[config.mk]
export PLATFORM = sky130hd
export DESIGN_NAME = onewire_master
export DESIGN_NICKNAME = d
export VERILOG_FILES = /design/src/rtl/onewire_pkg.sv /design/src/rtl/onewire_us_timer.sv /design/src/rtl/onewire_master.sv
export SDC_FILE = /design/constraint.sdc
export NUM_CORES = 1
export LEC_CHECK = 0
export CAP_MARGIN = 20
export CORE_MARGIN = 3
export CORE_UTILIZATION = 57
export CTS_CLUSTER_SIZE = 25
export DETAILED_ROUTE_END_ITERATION = 6
export PLACE_DENSITY = 0.83
export SLEW_MARGIN = 20
export SYNTH_ARGS = -nofsm -noshare
export SYNTH_HDL_FRONTEND = slang
export SYNTH_SLANG_ARGS = --single-unit
[constraint.sdc]
create_clock -name i_clk -period 2.8 [get_ports i_clk]
set_clock_uncertainty 0.15 [all_clocks]
set_input_delay 0.56 -clock i_clk [delete_from_list [all_inputs] [get_ports i_clk]]
set_output_delay 0.56 -clock i_clk [all_outputs]
set_load 0.01 [all_outputs]
[src/rtl/onewire_pkg.sv]
// onewire_pkg: shared states, command codes and slot timing (us)
// for the 1-Wire bus master.
package onewire_pkg;

  typedef enum logic [2:0] {
    S_IDLE,
    S_RST_LOW,
    S_RST_WAIT,
    S_SLOT_LOW,
    S_SLOT_REL,
    S_SLOT_REC,
    S_DONE
  } state_t;

  localparam logic [1:0] CMD_RESET = 2'b00;
  localparam logic [1:0] CMD_WRITE = 2'b01;
  localparam logic [1:0] CMD_READ  = 2'b10;

  localparam logic [8:0] T_RST_LOW     = 9'd480;
  localparam logic [8:0] T_PRES_SAMPLE = 9'd70;
  localparam logic [8:0] T_RST_REL     = 9'd480;
  localparam logic [8:0] T_LOW1        = 9'd6;
  localparam logic [8:0] T_LOW0        = 9'd60;
  localparam logic [8:0] T_REL1        = 9'd64;
  localparam logic [8:0] T_REL0        = 9'd10;
  localparam logic [8:0] T_RD_SAMPLE   = 9'd9;
  localparam logic [8:0] T_RD_REC      = 9'd55;
  localparam logic [8:0] T_GAP         = 9'd1;

  function automatic logic [8:0] low_time(
    input logic rd,
    input logic b
  );
    return (rd | b) ? T_LOW1 : T_LOW0;
  endfunction

  function automatic logic [8:0] rel_time(
    input logic rd,
    input logic b
  );
    if (rd) return T_RD_SAMPLE;
    return b ? T_REL1 : T_REL0;
  endfunction

endpackage

[src/rtl/onewire_us_timer.sv]
// onewire_us_timer: microsecond prescaler plus a loadable 9-bit
// us down-counter; o_expired pulses on the last tick of a phase.
module onewire_us_timer #(
  parameter int US_DIV = 24
) (
  input  logic       i_clk,
  input  logic       i_rst,
  input  logic       i_restart,
  input  logic       i_load,
  input  logic [8:0] i_dur,
  output logic       o_expired
);

  localparam int PW = (US_DIV > 2) ? $clog2(US_DIV) : 1;

  logic [PW-1:0] r_pre;
  logic [8:0]    r_cnt;
  logic          w_tick;

  assign w_tick    = (r_pre == PW'(US_DIV - 1));
  assign o_expired = w_tick & (r_cnt == 9'd1);

  always_ff @(posedge i_clk) begin
    if (i_rst) begin
      r_pre <= '0;
      r_cnt <= '0;
    end else begin
      if (i_restart | w_tick) r_pre <= '0;
      else                    r_pre <= r_pre + 1'b1;
      if (i_load)
        r_cnt <= i_dur;
      else if (w_tick && r_cnt != 9'd0)
        r_cnt <= r_cnt - 9'd1;
    end
  end

endmodule

[src/rtl/onewire_master.sv]
// onewire_master: 1-Wire reset/presence, write-byte and read-byte
// transactions with standard-speed slot timing.
module onewire_master
  import onewire_pkg::*;
#(
  parameter int CLK_FREQ_HZ = 24000000
) (
  input  logic       i_clk,
  input  logic       i_rst,
  input  logic       i_cmd_valid,
  input  logic [1:0] i_cmd,
  input  logic [7:0] i_wr_data,
  output logic       o_ready,
  output logic       o_done,
  output logic [7:0] o_rd_data,
  output logic       o_presence,
  input  logic       i_owr,
  output logic       o_owr
);

  localparam int US_DIV = CLK_FREQ_HZ / 1000000;

  state_t     r_state;
  logic       r_owr;
  logic       r_ready;
  logic       r_done;
  logic [7:0] r_rd_data;
  logic       r_presence;
  logic [7:0] r_shift;
  logic [7:0] r_byte;
  logic [2:0] r_bit;
  logic       r_ph;
  logic       r_rd;
  logic       r_pres;
  logic [1:0] r_sync;

  logic       w_bus;
  logic       w_accept;
  logic       w_load;
  logic       w_exp;
  logic [8:0] w_dur;

  assign w_bus    = r_sync[1];
  assign w_accept = i_cmd_valid & r_ready & (i_cmd != 2'b11);

  assign o_owr      = r_owr;
  assign o_ready    = r_ready;
  assign o_done     = r_done;
  assign o_rd_data  = r_rd_data;
  assign o_presence = r_presence;

  always_ff @(posedge i_clk) begin
    if (i_rst) r_sync <= 2'b11;
    else       r_sync <= {r_sync[0], i_owr};
  end

  // Each phase is loaded when the previous one expires, so the
  // prescaler stays aligned to the acceptance edge.
  always_comb begin
    w_load = 1'b0;
    w_dur  = '0;
    unique case (r_state)
      S_IDLE: if (w_accept) begin
        w_load = 1'b1;
        w_dur  = (i_cmd == CMD_RESET) ? T_RST_LOW :
                 low_time(i_cmd == CMD_READ, i_wr_data[0]);
      end
      S_RST_LOW: if (w_exp) begin
        w_load = 1'b1;
        w_dur  = T_PRES_SAMPLE;
      end
      S_RST_WAIT: if (w_exp && !r_ph) begin
        w_load = 1'b1;
        w_dur  = T_RST_REL - T_PRES_SAMPLE;
      end
      S_SLOT_LOW: if (w_exp) begin
        w_load = 1'b1;
        w_dur  = rel_time(r_rd, r_byte[0]);
      end
      S_SLOT_REL: if (w_exp) begin
        w_load = 1'b1;
        w_dur  = (r_rd && !r_ph) ? T_RD_REC : T_GAP;
      end
      S_SLOT_REC: if (w_exp && r_bit != 3'd7) begin
        w_load = 1'b1;
        w_dur  = low_time(r_rd, r_byte[1]);
      end
      default: ;
    endcase
  end

  onewire_us_timer #(
    .US_DIV (US_DIV)
  ) u_timer (
    .i_clk     (i_clk),
    .i_rst     (i_rst),
    .i_restart (w_accept),
    .i_load    (w_load),
    .i_dur     (w_dur),
    .o_expired (w_exp)
  );

  always_ff @(posedge i_clk) begin
    if (i_rst) begin
      r_state    <= S_IDLE;
      r_owr      <= 1'b0;
      r_ready    <= 1'b1;
      r_done     <= 1'b0;
      r_rd_data  <= '0;
      r_presence <= 1'b0;
      r_shift    <= '0;
      r_byte     <= '0;
      r_bit      <= '0;
      r_ph       <= 1'b0;
      r_rd       <= 1'b0;
      r_pres     <= 1'b0;
    end else begin
      r_done <= 1'b0;
      unique case (r_state)
        S_IDLE: if (w_accept) begin
          r_ready <= 1'b0;
          r_owr   <= 1'b1;
          r_bit   <= '0;
          r_ph    <= 1'b0;
          r_shift <= '0;
          r_byte  <= i_wr_data;
          r_rd    <= (i_cmd == CMD_READ);
          r_state <= (i_cmd == CMD_RESET) ? S_RST_LOW : S_SLOT_LOW;
        end
        S_RST_LOW: if (w_exp) begin
          r_owr   <= 1'b0;
          r_ph    <= 1'b0;
          r_state <= S_RST_WAIT;
        end
        S_RST_WAIT: if (w_exp) begin
          if (!r_ph) begin
            r_pres <= ~w_bus;
            r_ph   <= 1'b1;
          end else begin
            r_presence <= r_pres;
            r_done     <= 1'b1;
            r_state    <= S_DONE;
          end
        end
        S_SLOT_LOW: if (w_exp) begin
          r_owr   <= 1'b0;
          r_ph    <= 1'b0;
          r_state <= S_SLOT_REL;
        end
        S_SLOT_REL: if (w_exp) begin
          if (r_rd && !r_ph) begin
            r_shift[r_bit] <= w_bus;
            r_ph           <= 1'b1;
          end else begin
            r_state <= S_SLOT_REC;
          end
        end
        S_SLOT_REC: if (w_exp) begin
          if (r_bit == 3'd7) begin
            if (r_rd) r_rd_data <= r_shift;
            r_done  <= 1'b1;
            r_state <= S_DONE;
          end else begin
            r_bit   <= r_bit + 3'd1;
            r_byte  <= {1'b0, r_byte[7:1]};
            r_owr   <= 1'b1;
            r_state <= S_SLOT_LOW;
          end
        end
        S_DONE: begin
          r_ready <= 1'b1;
          r_state <= S_IDLE;
        end
        default: r_state <= S_IDLE;
      endcase
    end
  end

endmodule

* After elaboration in Yosys (flattened, before gate mapping)
Cells that the tools add are included.
** Cells by class
- $add $sub $neg :: 3
- $lt $le $gt $ge :: 2
- Eq/ne operators :: 23
- Multiplexer cells :: 66
- Bitwise gates (word level) :: 8
- Reductions and logical operators :: 28
** Operator list (number)
- $mux W9 :: 8
- $pmux W9 S6 :: 1
- $mux W8 :: 6
- $mux W3 :: 12
- $pmux W8 S2 :: 2
- $mux W6 :: 5
- $mux W1 :: 20
- $ne A2 B2 Y1 const B :: 10
- $pmux W3 S6 :: 1
- $mux W7 :: 2
- $eq A3 B3 Y1 const B :: 4
- $reduce_and A4 Y1 :: 3
- $eq A9 B1 Y1 const B :: 1
- $reduce_bool A9 Y1 :: 1
- $sub A9 B1 Y9 const B :: 1
- $bwmux W8 :: 1
- $pmux W1 S4 :: 2
- $reduce_and A8 Y1 :: 1
- $reduce_bool A2 Y1 :: 4
- $eq A3 B2 Y1 const B :: 2
- $pmux W3 S2 :: 1
- $reduce_and A3 Y1 :: 2
- $reduce_and A6 Y1 :: 1
- $add A5 B1 Y5 const B :: 1
- other kinds (25) :: 38
** Storage, ports and cells
- Bits in registers :: 53
- Output and inout bits :: 12
- Word-level logic and storage cells :: 145

* Depth between registers and ports, before layout
- Depth after elaboration :: 8
- Gate-level depth with buffers :: 9

* Cells and area by module
A second synthesis with hierarchy kept.
** Second synthesis, totals
- Cell total of the unflattened synthesis :: 340
- Area, all modules :: 2875.3 um2
** Modules (own cells, without submodules)
- onewire_master :: instances 1, cells each 252, area an instance 2040.7 um2, sequential area each 780.7 um2
- onewire_us_timer :: instances 1, cells each 88, area an instance 834.6 um2, sequential area each 280.3 um2

* Least setup slack after synthesis
OpenSTA, ideal clock, no wires.
- Path kind :: register to register
- Start point :: register u_timer.r_pre[0]
- End point :: register u_timer.r_cnt[4]
- Library setup time :: 137 ps
- Arrival time :: 1777 ps
- Data required time :: 2513 ps
- Slack :: 736 ps
- Stages on the path, launching flop included :: 9
- Path buffers :: 2
- Period minus slack after synthesis :: 2064 ps
- Cells stage by stage :: dfxtp_1 -> ha_1 -> and4b_1 -> clkbuf_1 -> nand4_4 -> o21a_1 -> buf_6 -> nor3_1 -> a211oi_1
** Between the ends
- Word-level cells in the longest chain between the ends :: 6
** Ends and longest elaborated chain
- start: declaration :: line onewire_us_timer.sv:16 : logic [PW-1:0] r_pre;
- start signal: assignment :: line onewire_us_timer.sv:29 : else r_pre <= r_pre + 1'b1;
- $eq A5 B5 Y1 * :: line onewire_us_timer.sv:20 : assign w_tick = (r_pre == PW'(US_DIV - 1));
- $and A1 B1 Y1 :: line onewire_us_timer.sv:21 : assign o_expired = w_tick & (r_cnt == 9'd1);
- $logic_and A1 B1 Y1 (on tied branches) :: line onewire_master.sv:84, onewire_master.sv:72
- $mux W6 (tied with other cells) :: line onewire_master.sv:84 : S_SLOT_REC: if (w_exp && r_bit != 3'd7) begin
- $pmux W9 S6 / $pmux W1 S4 (equally long branches) :: line onewire_master.sv:62 : unique case (r_state)
- $mux W9 / $reduce_bool A2 Y1 (equally long branches)
- end signal: assignment :: line onewire_us_timer.sv:31 : r_cnt <= i_dur;
- end signal: assignment :: line onewire_us_timer.sv:33 : r_cnt <= r_cnt - 9'd1;
- end: declaration :: line onewire_us_timer.sv:17 : logic [8:0] r_cnt;
Mark *: on every way between the ends. The rest lies on a longest branch, timed or not.
A chain may end at the register's enable or synchronous reset.

* Worst setup path in the final report
- Start point :: register r_bit[0]
- End point :: register u_timer.r_cnt[8]
** Between the ends
- Word-level cells in the longest chain between the ends :: 5
** Ends and longest elaborated chain
- start: declaration :: line onewire_master.sv:31 : logic [2:0] r_bit;
- start signal: assignment :: line onewire_master.sv:164 : r_bit <= r_bit + 3'd1;
- $ne A3 B3 Y1 * :: line onewire_master.sv:84
- $logic_and A1 B1 Y1 * :: line onewire_master.sv:84
- $mux W1 * :: line onewire_master.sv:84
- $pmux W1 S4 * :: line onewire_master.sv:62
- $mux W9 / $reduce_bool A2 Y1 (equally long branches)
Marks and branches as above.

==> results.toml <==
[run_status]
outcome = "finished, final reports clean"

[sta]
whs_ps = 281
rsz0062_at_grt = "no"
fin_crit_ps = 2520
final-setup-viol-count = 0
period_share_pct = 89.8
slew_headroom_pct = 55.0
slew_violations = 0
worstMarginPinSlew_ps = 672
max_freq_mhz = 398
setup_tns_ps = 0
hold_viol = 0

[hold_path]
min_path_type = "register to register"
whs_endpoint = "r_sync[1]"
hold_depth = 1
hp-start = "r_sync[0]"

[clock_network]
clock_sinks = 53
path_clk_slew_ps = 100
cts_buffer_depth = 2
cts_resized = 0
post_cts_buffers = 0
clk_latency_ps = 320
cts_root_buffer = "clkbuf_8"
ctsHoldBuffers = 0
cts_inserted_buffers = 5
cts_tree = "done"
cts.htree.levels = 2

[power]
power.clock.fraction_pct = 19.6
switchingPower_uw = 1120
p_per_area_nw_per_um2 = 844
p_comb_share_pct = 41.6
internal-power_uw = 1660
p_seq_share_pct = 38.8
irDropWorstVdd_mv = 0.401
p_leak_uw = 0.00131
switching_share_pct = 40.4

[finish]
most-common-layout-cells = "dfxtp_1 (53), nor2_1 (42), nand2_1 (35)"
layout_commonest_cell = "dfxtp_1"
layout-drive-gt1-share_pct = 9.80
n_antenna_cell = 0
nets = 376
area_growth_pct = 14.4

[route]
postRouteAntennaNets = 0
dr.pass1.iters = 4
routedWlPerCell_um = 15.2
routed_wl_um = 6450
via_per_inst = 5.93
drc = 0
vias = 2513
drt_iter0_drc = 242

[logic_synthesis]
ys_warn_count = 0
ys_ff_latch = 53
syn_inst = 335
avgSynthCellArea_sq_um = 8.60
syn_area_sq_um = 2880
ys_types = 61
async_flop_share_pct = 0
yosysSeqAreaShare_pct = 36.8
syn_nets = 355
synth_edf_count = 0
ys.flop_type = "dfxtp_1"

[setup_path]
crit_required_ps = 2880
r2r_slack_ps = 280
endpoint_kind = "register"
r2r-start = "r_bit[0]"
path_delay_family = "compound AO/OA/AOI/OAI gates"
rr_worst_depth = 7
cp_slowest_cell = "dfxtp_1"
reg2reg_to = "u_timer.r_cnt[8]"
cp_num_cells = 7
path_buf_inv = 0
crit_chain = "ha_1, ha_1, a21oi_1, o2bb2ai_1, o21a_1, a21oi_1, nor4_1"
worstPathMaxFanout = 11
worst_setup_path_start_kind = "register"
cp.arrival_ps = 2600
crit_type = "register to register"
critPathMaxStageDelay_ps = 490

[global_routing]
grt_util_all_layers_pct = 23.0
antenna_found_initial = 0
grt_pass1_wl_um = 11100
grt_overflow_total = 0
grt_pass1_vias = 2347
grt_max_degree = 22

[floorplanning]
die_y_um = 77.1
io_pins = 26
die_w_um = 77.1
die_area_sq_um = 5940
core_sq_um = 4820
start_util_pct = 59.8
num_rows = 25

[placement]
gp_congestion = 0.924
place_hpwl_um = 4520
port_buffers = 25

[flow_run]
cap_violations = 0
==> metal layers <==
metal,up-vias,global-route usage [%],wire [um]
met5,-,0,0
met4,0,7.47,59
met3,4,4.93,314
met2,69,38.2,3080
met1,1186,29.6,2990
li1,1254,-,-
==> power groups by stage <==
stage                     clock network [uW]  logic (uW)  registers, uW
after global placement                     0        1110           1080
after CTS                                554        1140           1070
after floorplan                            0         993            989
after global routing                     590        1270           1100
final                                    546        1160           1080
after detailed placement                   0        1130           1090
==> cells in the mapped netlist, types with 3 or more instances <==
library cell | number | area (sq um)
nor2_1 | 42 | 158
nor3_1 | 9 | 45.0
nand3_1 | 11 | 55.1
and3_1 | 5 | 31.3
a31oi_1 | 3 | 18.8
a211oi_1 | 5 | 37.5
buf_2 | 8 | 40.0
nand2b_1 | 7 | 43.8
nand4b_1 | 4 | 35.0
a21oi_1 | 22 | 110
nor4_1 | 4 | 25.0
xnor2_1 | 4 | 35.0
a311oi_1 | 7 | 61.3
ha_1 | 6 | 75.1
o22ai_1 | 3 | 18.8
or2_2 | 3 | 18.8
inv_1 | 9 | 33.8
nor2b_1 | 4 | 25.0
dfxtp_1 | 53 | 1060
o21ai_0 | 6 | 30.0
nand2_1 | 35 | 131
mux2i_1 | 21 | 210
nand4_1 | 6 | 37.5
clkbuf_1 | 8 | 30.0
==> worst max path at each step <==
stage / endpoint / from / slack [ps]
after floorplan: u_timer.r_cnt[4] / u_timer.r_pre[0] / 740
after global placement: u_timer.r_cnt[7] / i_cmd[0] / 310
after detailed placement: u_timer.r_cnt[8] / i_cmd[0] / 190
after CTS: u_timer.r_cnt[7] / r_bit[0] / 300
after global routing: u_timer.r_cnt[6] / r_bit[0] / 80
final: u_timer.r_cnt[8] / r_bit[0] / 280
==> state kept, by name (all words and copies together), names as in the netlist <==
| register | count |
|---|---|
| o_presence | 1 |
| o_ready | 1 |
| r_rd | 1 |
| u_timer.r_cnt | 9 |
| o_done | 1 |
| r_shift | 8 |
| o_rd_data | 8 |
| o_owr | 1 |
| r_pres | 1 |
| r_sync | 2 |
| r_bit | 3 |
| r_byte | 8 |
| r_state | 3 |
| r_ph | 1 |
| u_timer.r_pre | 5 |
==> cell families (layout without fill, tap and decap cells) <==
family | after synthesis | after routing | share of synthesized area, %
simple gates | 151 | 151 | 28.7
compound gates | 70 | 70 | 18.2
flops | 53 | 53 | 36.8
buf+inv | 28 | 50 | 4.52
mux | 21 | 21 | 7.29
fa+ha+maj | 6 | 6 | 2.61
xor+xnor | 6 | 6 | 1.82
==> cell type report <==
class                   instances  area, sq um
multi-input cells             254         1690
fillers                       410         1520
flip-flops and latches         53         1060
repair buffers                 33          310
well taps                      67         83.8
clock buffers                   5         68.8
clock inverters                 3         47.5
inverters                       9         33.8
==> per-stage QoR <==
step	area [sq um]	total power, uW	std cells	util, %	setup slack (ps)
floorplan	2880	1980	335	-	736
global placement	3180	2180	416	66.0	307
detailed placement	3180	2220	416	66.0	194
CTS	3300	2770	424	68.4	303
global route	3300	2970	424	68.4	79.6
finish	3300	2780	424	68.4	284
Power figures use the tool's default switching activity.
